### src/rtl/load_store_unit.sv
// Load/store unit: byte/half/word accesses onto a word-addressed memory,
// with read-modify-write for sub-word stores and alignment/range checking.
module load_store_unit (
  input  logic        clk,
  input  logic        rst,
  input  logic        req_valid,
  output logic        req_ready,
  input  logic        req_we,
  input  logic [2:0]  req_funct3,
  input  logic [31:0] req_addr,
  input  logic [31:0] req_wdata,
  output logic        resp_valid,
  output logic [31:0] resp_rdata,
  output logic        resp_err,
  output logic        mem_write_en,
  output logic [31:0] mem_addr,
  output logic [31:0] mem_write_data,
  input  logic [31:0] mem_read_data
);

  localparam int unsigned XLEN   = 32;
  localparam int unsigned HALF_W = 16;
  localparam int unsigned BYTE_W = 8;

  typedef enum logic [2:0] {
    S_IDLE,
    S_READ,
    S_MERGE,
    S_WRITE,
    S_RESP
  } state_t;

  state_t              r_state;
  state_t              w_state_nxt;

  logic                r_req_ready;
  logic                r_resp_valid;
  logic [XLEN-1:0]     r_resp_rdata;
  logic                r_resp_err;
  logic                r_mem_write_en;
  logic [XLEN-1:0]     r_mem_addr;
  logic [XLEN-1:0]     r_mem_write_data;

  // latched request fields needed after accept
  logic                r_we;
  logic [2:0]          r_funct3;
  logic [1:0]          r_addr_lo;
  logic [HALF_W-1:0]   r_wdata_lo;

  logic                w_accept;
  logic                w_f3_bad;
  logic                w_misalign;
  logic                w_range;
  logic                w_req_err;
  logic [BYTE_W-1:0]   w_byte;
  logic [HALF_W-1:0]   w_half;
  logic [XLEN-1:0]     w_load_data;
  logic [XLEN-1:0]     w_merged;
  logic                w_ld_addr;
  logic                w_ld_wdata;
  logic [XLEN-1:0]     w_wdata_nxt;
  logic [XLEN-1:0]     w_rdata_nxt;
  logic                w_err_nxt;

  assign w_accept = (r_state == S_IDLE) && req_valid;

  // request legality: funct3, natural alignment, 4096-word window
  always_comb begin
    w_f3_bad = 1'b0;
    if (req_we) begin
      w_f3_bad = req_funct3[2] || (req_funct3[1:0] == 2'b11);
    end else begin
      w_f3_bad = (req_funct3 == 3'b011) || (req_funct3[2:1] == 2'b11);
    end
    w_misalign = ((req_funct3[1:0] == 2'b01) && req_addr[0]) ||
                 ((req_funct3[1:0] == 2'b10) && (req_addr[1:0] != 2'b00));
    w_range    = |req_addr[31:14];
    w_req_err  = w_f3_bad || w_misalign || w_range;
  end

  // lane extraction for loads and lane replacement for sub-word stores
  always_comb begin
    w_byte = mem_read_data[7:0];
    case (r_addr_lo)
      2'd0:    w_byte = mem_read_data[7:0];
      2'd1:    w_byte = mem_read_data[15:8];
      2'd2:    w_byte = mem_read_data[23:16];
      default: w_byte = mem_read_data[31:24];
    endcase
    w_half = r_addr_lo[1] ? mem_read_data[31:16] : mem_read_data[15:0];

    case (r_funct3)
      3'b000:  w_load_data = {{(XLEN-BYTE_W){w_byte[BYTE_W-1]}}, w_byte};
      3'b001:  w_load_data = {{(XLEN-HALF_W){w_half[HALF_W-1]}}, w_half};
      3'b100:  w_load_data = {{(XLEN-BYTE_W){1'b0}}, w_byte};
      3'b101:  w_load_data = {{(XLEN-HALF_W){1'b0}}, w_half};
      default: w_load_data = mem_read_data;
    endcase

    w_merged = mem_read_data;
    if (r_funct3[1:0] == 2'b00) begin
      case (r_addr_lo)
        2'd0:    w_merged[7:0]   = r_wdata_lo[7:0];
        2'd1:    w_merged[15:8]  = r_wdata_lo[7:0];
        2'd2:    w_merged[23:16] = r_wdata_lo[7:0];
        default: w_merged[31:24] = r_wdata_lo[7:0];
      endcase
    end else if (r_addr_lo[1]) begin
      w_merged[31:16] = r_wdata_lo;
    end else begin
      w_merged[15:0] = r_wdata_lo;
    end
  end

  // state register
  always_ff @(posedge clk or posedge rst) begin
    if (rst) begin
      r_state <= S_IDLE;
    end else begin
      r_state <= w_state_nxt;
    end
  end

  // next-state and next-output decode
  always_comb begin
    w_state_nxt = r_state;
    w_ld_addr   = 1'b0;
    w_ld_wdata  = 1'b0;
    w_wdata_nxt = r_mem_write_data;
    w_rdata_nxt = '0;
    w_err_nxt   = 1'b0;
    case (r_state)
      S_IDLE: begin
        if (req_valid) begin
          if (w_req_err) begin
            w_state_nxt = S_RESP;
            w_err_nxt   = 1'b1;
          end else begin
            w_ld_addr = 1'b1;
            if (req_we && (req_funct3 == 3'b010)) begin
              w_state_nxt = S_WRITE;
              w_ld_wdata  = 1'b1;
              w_wdata_nxt = req_wdata;
            end else begin
              w_state_nxt = S_READ;
            end
          end
        end
      end
      S_READ:  w_state_nxt = S_MERGE;
      S_MERGE: begin
        if (r_we) begin
          w_state_nxt = S_WRITE;
          w_ld_wdata  = 1'b1;
          w_wdata_nxt = w_merged;
        end else begin
          w_state_nxt = S_RESP;
          w_rdata_nxt = w_load_data;
        end
      end
      S_WRITE: w_state_nxt = S_RESP;
      S_RESP:  w_state_nxt = S_IDLE;
      default: w_state_nxt = S_IDLE;
    endcase
  end

  // registered outputs and latched request fields
  always_ff @(posedge clk or posedge rst) begin
    if (rst) begin
      r_req_ready      <= 1'b1;
      r_resp_valid     <= 1'b0;
      r_resp_rdata     <= '0;
      r_resp_err       <= 1'b0;
      r_mem_write_en   <= 1'b0;
      r_mem_addr       <= '0;
      r_mem_write_data <= '0;
      r_we             <= 1'b0;
      r_funct3         <= '0;
      r_addr_lo        <= '0;
      r_wdata_lo       <= '0;
    end else begin
      r_req_ready    <= (w_state_nxt == S_IDLE);
      r_resp_valid   <= (w_state_nxt == S_RESP);
      r_mem_write_en <= (w_state_nxt == S_WRITE);
      if (w_accept) begin
        r_we       <= req_we;
        r_funct3   <= req_funct3;
        r_addr_lo  <= req_addr[1:0];
        r_wdata_lo <= req_wdata[HALF_W-1:0];
      end
      if (w_ld_addr) begin
        r_mem_addr <= {2'b00, req_addr[31:2]};
      end
      if (w_ld_wdata) begin
        r_mem_write_data <= w_wdata_nxt;
      end
      if (w_state_nxt == S_RESP) begin
        r_resp_rdata <= w_rdata_nxt;
        r_resp_err   <= w_err_nxt;
      end
    end
  end

  assign req_ready      = r_req_ready;
  assign resp_valid     = r_resp_valid;
  assign resp_rdata     = r_resp_rdata;
  assign resp_err       = r_resp_err;
  assign mem_write_en   = r_mem_write_en;
  assign mem_addr       = r_mem_addr;
  assign mem_write_data = r_mem_write_data;

endmodule

### config.mk
export PLATFORM = sky130hd
export DESIGN_NAME = load_store_unit
export DESIGN_NICKNAME = d
export VERILOG_FILES = /design/src/rtl/load_store_unit.sv
export SDC_FILE = /design/constraint.sdc
export NUM_CORES = 1
export LEC_CHECK = 0
export ABC_CLOCK_PERIOD_IN_PS = 3800
export CAP_MARGIN = 25
export CORE_MARGIN = 4
export CORE_UTILIZATION = 43
export CTS_BUF_LIST = sky130_fd_sc_hd__clkbuf_2
export DETAILED_ROUTE_END_ITERATION = 10
export GPL_TIMING_DRIVEN = 1
export HOLD_SLACK_MARGIN = 0.12
export MAX_ROUTING_LAYER = met4
export PLACE_DENSITY = 0.79
export SYNTH_ARGS = -nofsm -noshare
export SYNTH_HDL_FRONTEND = slang
export SYNTH_SLANG_ARGS = --single-unit
### constraint.sdc
create_clock -name clk -period 3.8 [get_ports clk]
set_input_delay 0.76 -clock clk [delete_from_list [all_inputs] [get_ports clk]]
set_output_delay 0.76 -clock clk [all_outputs]
set_load 0.1 [all_outputs]
==> impl_metrics.tcl, run 1 <==
set metrics [dict create \
    status "finished clean" \
    hpwl_mm 14.17 \
    synth_cells 610 \
    tritoncts "done" \
    drt-met1-wl_mm 8.056 \
    clock_path_buffers 2 \
    min_period_over_period 0.8242 \
    cp_slowest_cell "clkdlybuf4s50_1" \
    dieWidth_um 127.1 \
    power_mw 2.591 \
    io_buffers 200 \
    worst_slack_ps 668.0 \
    cts_resized 0 \
    track_usage 0.2448 \
    num_rows 43 \
    synth_edf_count 0 \
    fin_tns_setup_ps 0 \
    cap_violations 0 \
    routed-wl-met2_mm 9.223 \
    synth_warnings 0 \
    clk_latency_ps 680 \
    root_buffer "clkbuf_2" \
    die_h_um 127.1 \
    design.core.area_mm2 0.01388 \
    postSynth.asyncResetShare 1.000 \
    synthTopCellsByArea "dfrtp_1 50%, nand2_1 7.0%, mux2i_1 5.6%" \
    p_leak_nw 4.058 \
    crit_path_end_kind "output pin" \
    synth-seq-area-share 0.5051 \
    place_inst 955 \
    initial_core_util 0.4392 \
    synth_ff_type "dfrtp_1" \
    rsz0062_at_grt "false" \
    path_delay_family "buffers and inverters" \
    drv_slew 0 \
    final_cells 988 \
    cp.arrival_ps 2370 \
    drtAntennaViolNets 0 \
    power_density_mw_per_mm2 308.5 \
    cts_made_buffers 17 \
    grt_max_degree 100 \
    top_layer_used "met4" \
    period_minus_slack_ps 3132 \
    crit_required_ps 3040 \
    synth_area_leader_cell "dfrtp_1" \
    overflow 0 \
    antenna_found_initial 1 \
    place_congestion 0.8793 \
    fin_area_mm2 0.008398 \
    final_hold_viol_count 0 \
    start_kind "flip-flop" \
    ctsHoldBuffers 0 \
    min_path_type "in2async" \
    crit_path_max_incr_delay_ps 1130 \
    yosys-top-cells-count "122 x dfrtp_1, 114 x nand2_1, 36 x a21oi_1, 35 x nor2b_1, 34 x mux2i_1" \
    skew_ps 28.87 \
    final_layout_size_suffix_gt1_frac 0.09046 \
    clock-sinks 123 \
    placed_area_mm2 0.008217 \
    post_drt_wl_per_cell_um 19.33 \
    synth_top_area_share 0.5008 \
    avgViaCountPerCell 5.432 \
    netlist_area_mm2 0.006096 \
    io_pins 203 \
    critPathKind "reg2out" \
    cts_setup_buffers 0 \
    drtIter0Drc 379 \
    synth.avg_cell_area_um2 9.993 \
    worstMarginPinSlew_ps 1039 \
    cp_num_buf_inv 1 \
    nets 897 \
    wl_mm 19.10 \
    clk_pin_slew_worst_paths_ps 170 \
    whs_ps 455.0 \
    slew_headroom 0.3051 \
    synth_seq_cells 123 \
    grt_pass1_wl_mm 29.70 \
    htreeDepth 4 \
    grt_pass1_vias 5677 \
    place_ws_ps 793.8 \
    fmax_ghz 0.3193 \
    die_area_mm2 0.01615 \
    synth.most_common_cell "dfrtp_1" \
    post-route-util 0.6050 \
    setup_viol 0 \
    peakVddDrop_v 0.0001851 \
    drc 0 \
    wl_met3_mm 1.447 \
    cp_max_fo 1 \
    area_growth_syn_to_layout_pct 37.77 \
    drt-pass1-iter-count 5 \
    ys_types 43 \
    crit_chain "clkdlybuf4s50_1" \
    vias 5367 \
]
-- cells in the final DEF, fill, tap and decap left out, drive strengths merged, types with 14 or more instances in the layout --
cell	instances
mux2	37
inv	21
a22o	16
nor2	14
clkdlybuf4s50	200
a211oi	17
nand2b	19
a311oi	16
dfrtp	122
nand2	115
clkbuf	25
o21ai	30
nor2b	35
a21oi	36
mux2i	34
-- metal layers --
metal	vias to the layer above	global-route usage
met5	-	-
met4	0	0.08139
met3	23	0.06689
met2	222	0.3941
met1	2634	0.3005
li1	2488	-
-- flip-flops by register name (all words and copies together), names as in the netlist, 2 cells and up --
signal          flops
mem_write_data     32
resp_rdata         32
mem_addr           30
r_wdata_lo         16
r_funct3            3
r_state             3
r_addr_lo           2
-- layout make-up --
cell class	instances	area [µm²]
clock inverter	7	53.80
antenna	1	2.502
sequential	123	3079
timing repair buffer	210	2090
inverter	22	86.33
clock buffer	25	125.1
multi-input combinational	420	2736
tap	180	225.2
fill	1179	5483
-- cells by family (layout without fill, tap and decap cells) --
family / Yosys count / count (layout) / synth area share
compound gates: 142 / 142 / 0.1583
buf+inv: 68 / 264 / 0.04803
flops: 123 / 123 / 0.5051
mux: 71 / 71 / 0.1260
other cells: 1 / 3 / 0.0006152
simple gates: 205 / 205 / 0.1619
-- power by group --
part / leakage [nW] / internal [mW] / switching (mW)
combinational: 2.34 / 0.213 / 0.269
clock: 0.130 / 0.246 / 0.454
sequential: 1.59 / 1.34 / 0.0668
-- worst paths after layout --
| kind | from | to | slack, ps | cells past startpoint |
|---|---|---|---|---|
| hold / removal | rst | mem_write_data[5]$_DFFE_PP0P_ | 450 | 2 |
| hold reg to reg | resp_rdata[14]$_DFFE_PP0N_ | resp_rdata[14]$_DFFE_PP0N_ | 510 | 1 |
| min in group clk | resp_rdata[14]$_DFFE_PP0N_ | resp_rdata[14]$_DFFE_PP0N_ | 510 | 1 |
| setup / recovery | req_ready$_DFF_PP1_ | req_ready | 670 | 1 |
| max in group asynchronous | rst | mem_write_data[12]$_DFFE_PP0P_ | 2420 | 3 |
| setup reg to reg | r_funct3[1]$_DFFE_PP0P_ | mem_write_data[30]$_DFFE_PP0P_ | 1100 | 5 |
Note: power is estimated with default switching activity, not from simulation.
==> inputs of run 2 (changes only) <==
==> config.mk (replaced) <==
export PLATFORM = sky130hd
export DESIGN_NAME = load_store_unit
export DESIGN_NICKNAME = d
export VERILOG_FILES = /design/src/rtl/load_store_unit.sv
export SDC_FILE = /design/constraint.sdc
export NUM_CORES = 1
export LEC_CHECK = 0
export ABC_CLOCK_PERIOD_IN_PS = 3120
export CAP_MARGIN = 25
export CORE_MARGIN = 4
export CORE_UTILIZATION = 48
export CTS_BUF_LIST = sky130_fd_sc_hd__clkbuf_2
export DETAILED_ROUTE_END_ITERATION = 10
export GPL_TIMING_DRIVEN = 1
export HOLD_SLACK_MARGIN = 0.12
export MAX_ROUTING_LAYER = met4
export PLACE_DENSITY = 0.83
export SYNTH_ARGS = -nofsm -noshare
export SYNTH_HDL_FRONTEND = slang
export SYNTH_SLANG_ARGS = --single-unit
==> constraint.sdc (replaced) <==
create_clock -name clk -period 3.12 [get_ports clk]
set_input_delay 0.624 -clock clk [delete_from_list [all_inputs] [get_ports clk]]
set_output_delay 0.624 -clock clk [all_outputs]
set_load 0.1 [all_outputs]
==> impl_metrics.tcl, run 2 (synthesis gave the netlist of run 1 again) <==
set metrics [dict create \
    track_usage 0.2738 \
    cp_max_fo 33 \
    cts_resized 0 \
    cpMostUsedCell "buf_4" \
    io_buffers 200 \
    fin_tns_setup_ps 0 \
    reg2reg_from "r_state[2]$_DFF_PP0_" \
    cp_slowest_cell "and2_1" \
    multi_input_comb_area_mm2 0.002736 \
    min_path_type "in2async" \
    worstMarginPinSlew_ps 662.5 \
    crit_required_ps 3690 \
    post_drt_wl_per_cell_um 19.56 \
    num_rows 40 \
    final_layout_size_suffix_gt1_frac 0.2170 \
    crit_start "r_state[2]$_DFF_PP0_" \
    cts_made_buffers 17 \
    tritoncts "done" \
    setup_viol 0 \
    start_kind "flip-flop" \
    cts_setup_buffers 0 \
    crit_path_end_kind "flip-flop" \
    die_area_mm2 0.01457 \
    grtUsageMet2 0.4446 \
    min_period_over_period 0.7905 \
    cp.arrival_ps 3040 \
    drtIter0Drc 394 \
    clk_pin_slew_worst_paths_ps 190 \
    design.core.area_mm2 0.01221 \
    ctsHoldBuffers 0 \
    final_common_cell "dfrtp_1" \
    io_pins 203 \
    antenna_found_initial 0 \
    num_antenna_cells 0 \
    whs_ps 408.7 \
    rsz0062_at_grt "false" \
    overflow 0 \
    grtUsageMet3 0.07764 \
    final_hold_viol_count 0 \
    avgViaCountPerCell 5.542 \
    drc 0 \
    critPathKind "reg2reg" \
    clock-sinks 123 \
    die_h_um 120.7 \
    peakVddDrop_v 0.0002266 \
    grt_use_met1 0.3353 \
    status "finished clean" \
    period_minus_slack_ps 2466 \
    cap_violations 0 \
    skew_ps 41.85 \
    seq_area_mm2 0.003079 \
    grt_max_degree 75 \
    drv_slew 0 \
    area_growth_syn_to_layout_pct 34.87 \
    drtAntennaViolNets 0 \
    power_density_mw_per_mm2 395.6 \
    slew_headroom 0.5583 \
    grt_pass1_vias 5552 \
    drt-pass1-iter-count 6 \
    htreeDepth 4 \
    nFillCells 1020 \
    p_leak_nw 4.253 \
    clock_path_buffers 2 \
    place_congestion 0.8680 \
    grt_pass1_wl_mm 29.69 \
    crit_chain "or3b_2 > buf_4 > nor2_1 > buf_4 > and2_1 > a22o_1" \
    root_buffer "clkbuf_2" \
    fmax_ghz 0.4054 \
    wl_mm 19.15 \
    hpwl_mm 14.34 \
    initial_core_util 0.4992 \
    clk_latency_ps 670 \
    nets 901 \
    crit_path_max_incr_delay_ps 580 \
    vias 5426 \
    final_cell_mix "122 x dfrtp_1, 114 x nand2_1, 109 x buf_4" \
    dieWidth_um 120.7 \
    top_usage_layer "met2" \
]
## run 2: cell type report
type	instances	area share
inverters	22	0.01050
flip-flops and latches	123	0.3745
repair buffers	214	0.2310
multi-input cells	420	0.3328
clock inverters	11	0.01278
well taps	168	0.02557
clock buffers	21	0.01278
## run 2: routing by layer
metal,vias up,wire (µm)
li1,2501,-
met1,2638,7778
met2,259,9378
met3,28,1662
met4,0,326
met5,-,0
## run 2: through the flow
step	util	cell area (µm²)	power (mW)	instances	setup slack [ps]
CTS	0.6733	8222	3.275	979	628.1
detailed placement	0.6560	8011	2.334	947	311.9
global route	0.6733	8222	3.413	979	491.2
floorplan	-	6103	2.063	611	872.0
finish	0.6733	8222	3.253	979	653.5
global placement	0.6560	8011	2.321	947	313.1
## run 2: final timing paths
check / end / slack (ps) / cells after the start
setup / recovery: resp_rdata[16]$_DFFE_PP0N_ / 650 / 6
hold / removal: mem_addr[8]$_DFFE_PP0P_ / 410 / 3
setup reg to reg: resp_rdata[16]$_DFFE_PP0N_ / 650 / 6
hold reg to reg: resp_rdata[9]$_DFFE_PP0N_ / 500 / 1
max in group asynchronous: mem_write_data[24]$_DFFE_PP0P_ / 2130 / 3
min in group clk: resp_rdata[9]$_DFFE_PP0N_ / 500 / 1
## run 2: power breakdown
group | leakage, nW | switching [mW] | total [mW] | internal, mW
clock | 0.134 | 0.577 | 0.941 | 0.364
combinational | 2.53 | 0.354 | 0.619 | 0.265
sequential | 1.59 | 0.0572 | 1.69 | 1.64
total | 4.25 | 0.988 | 3.25 | 2.27
## run 2: critical path, delay by kind of cell, from the launching register on
kind            cells  cell delay (ps)
compound gates      1              230
buf+inv             2              470
flops               1              480
simple gates        3             1180
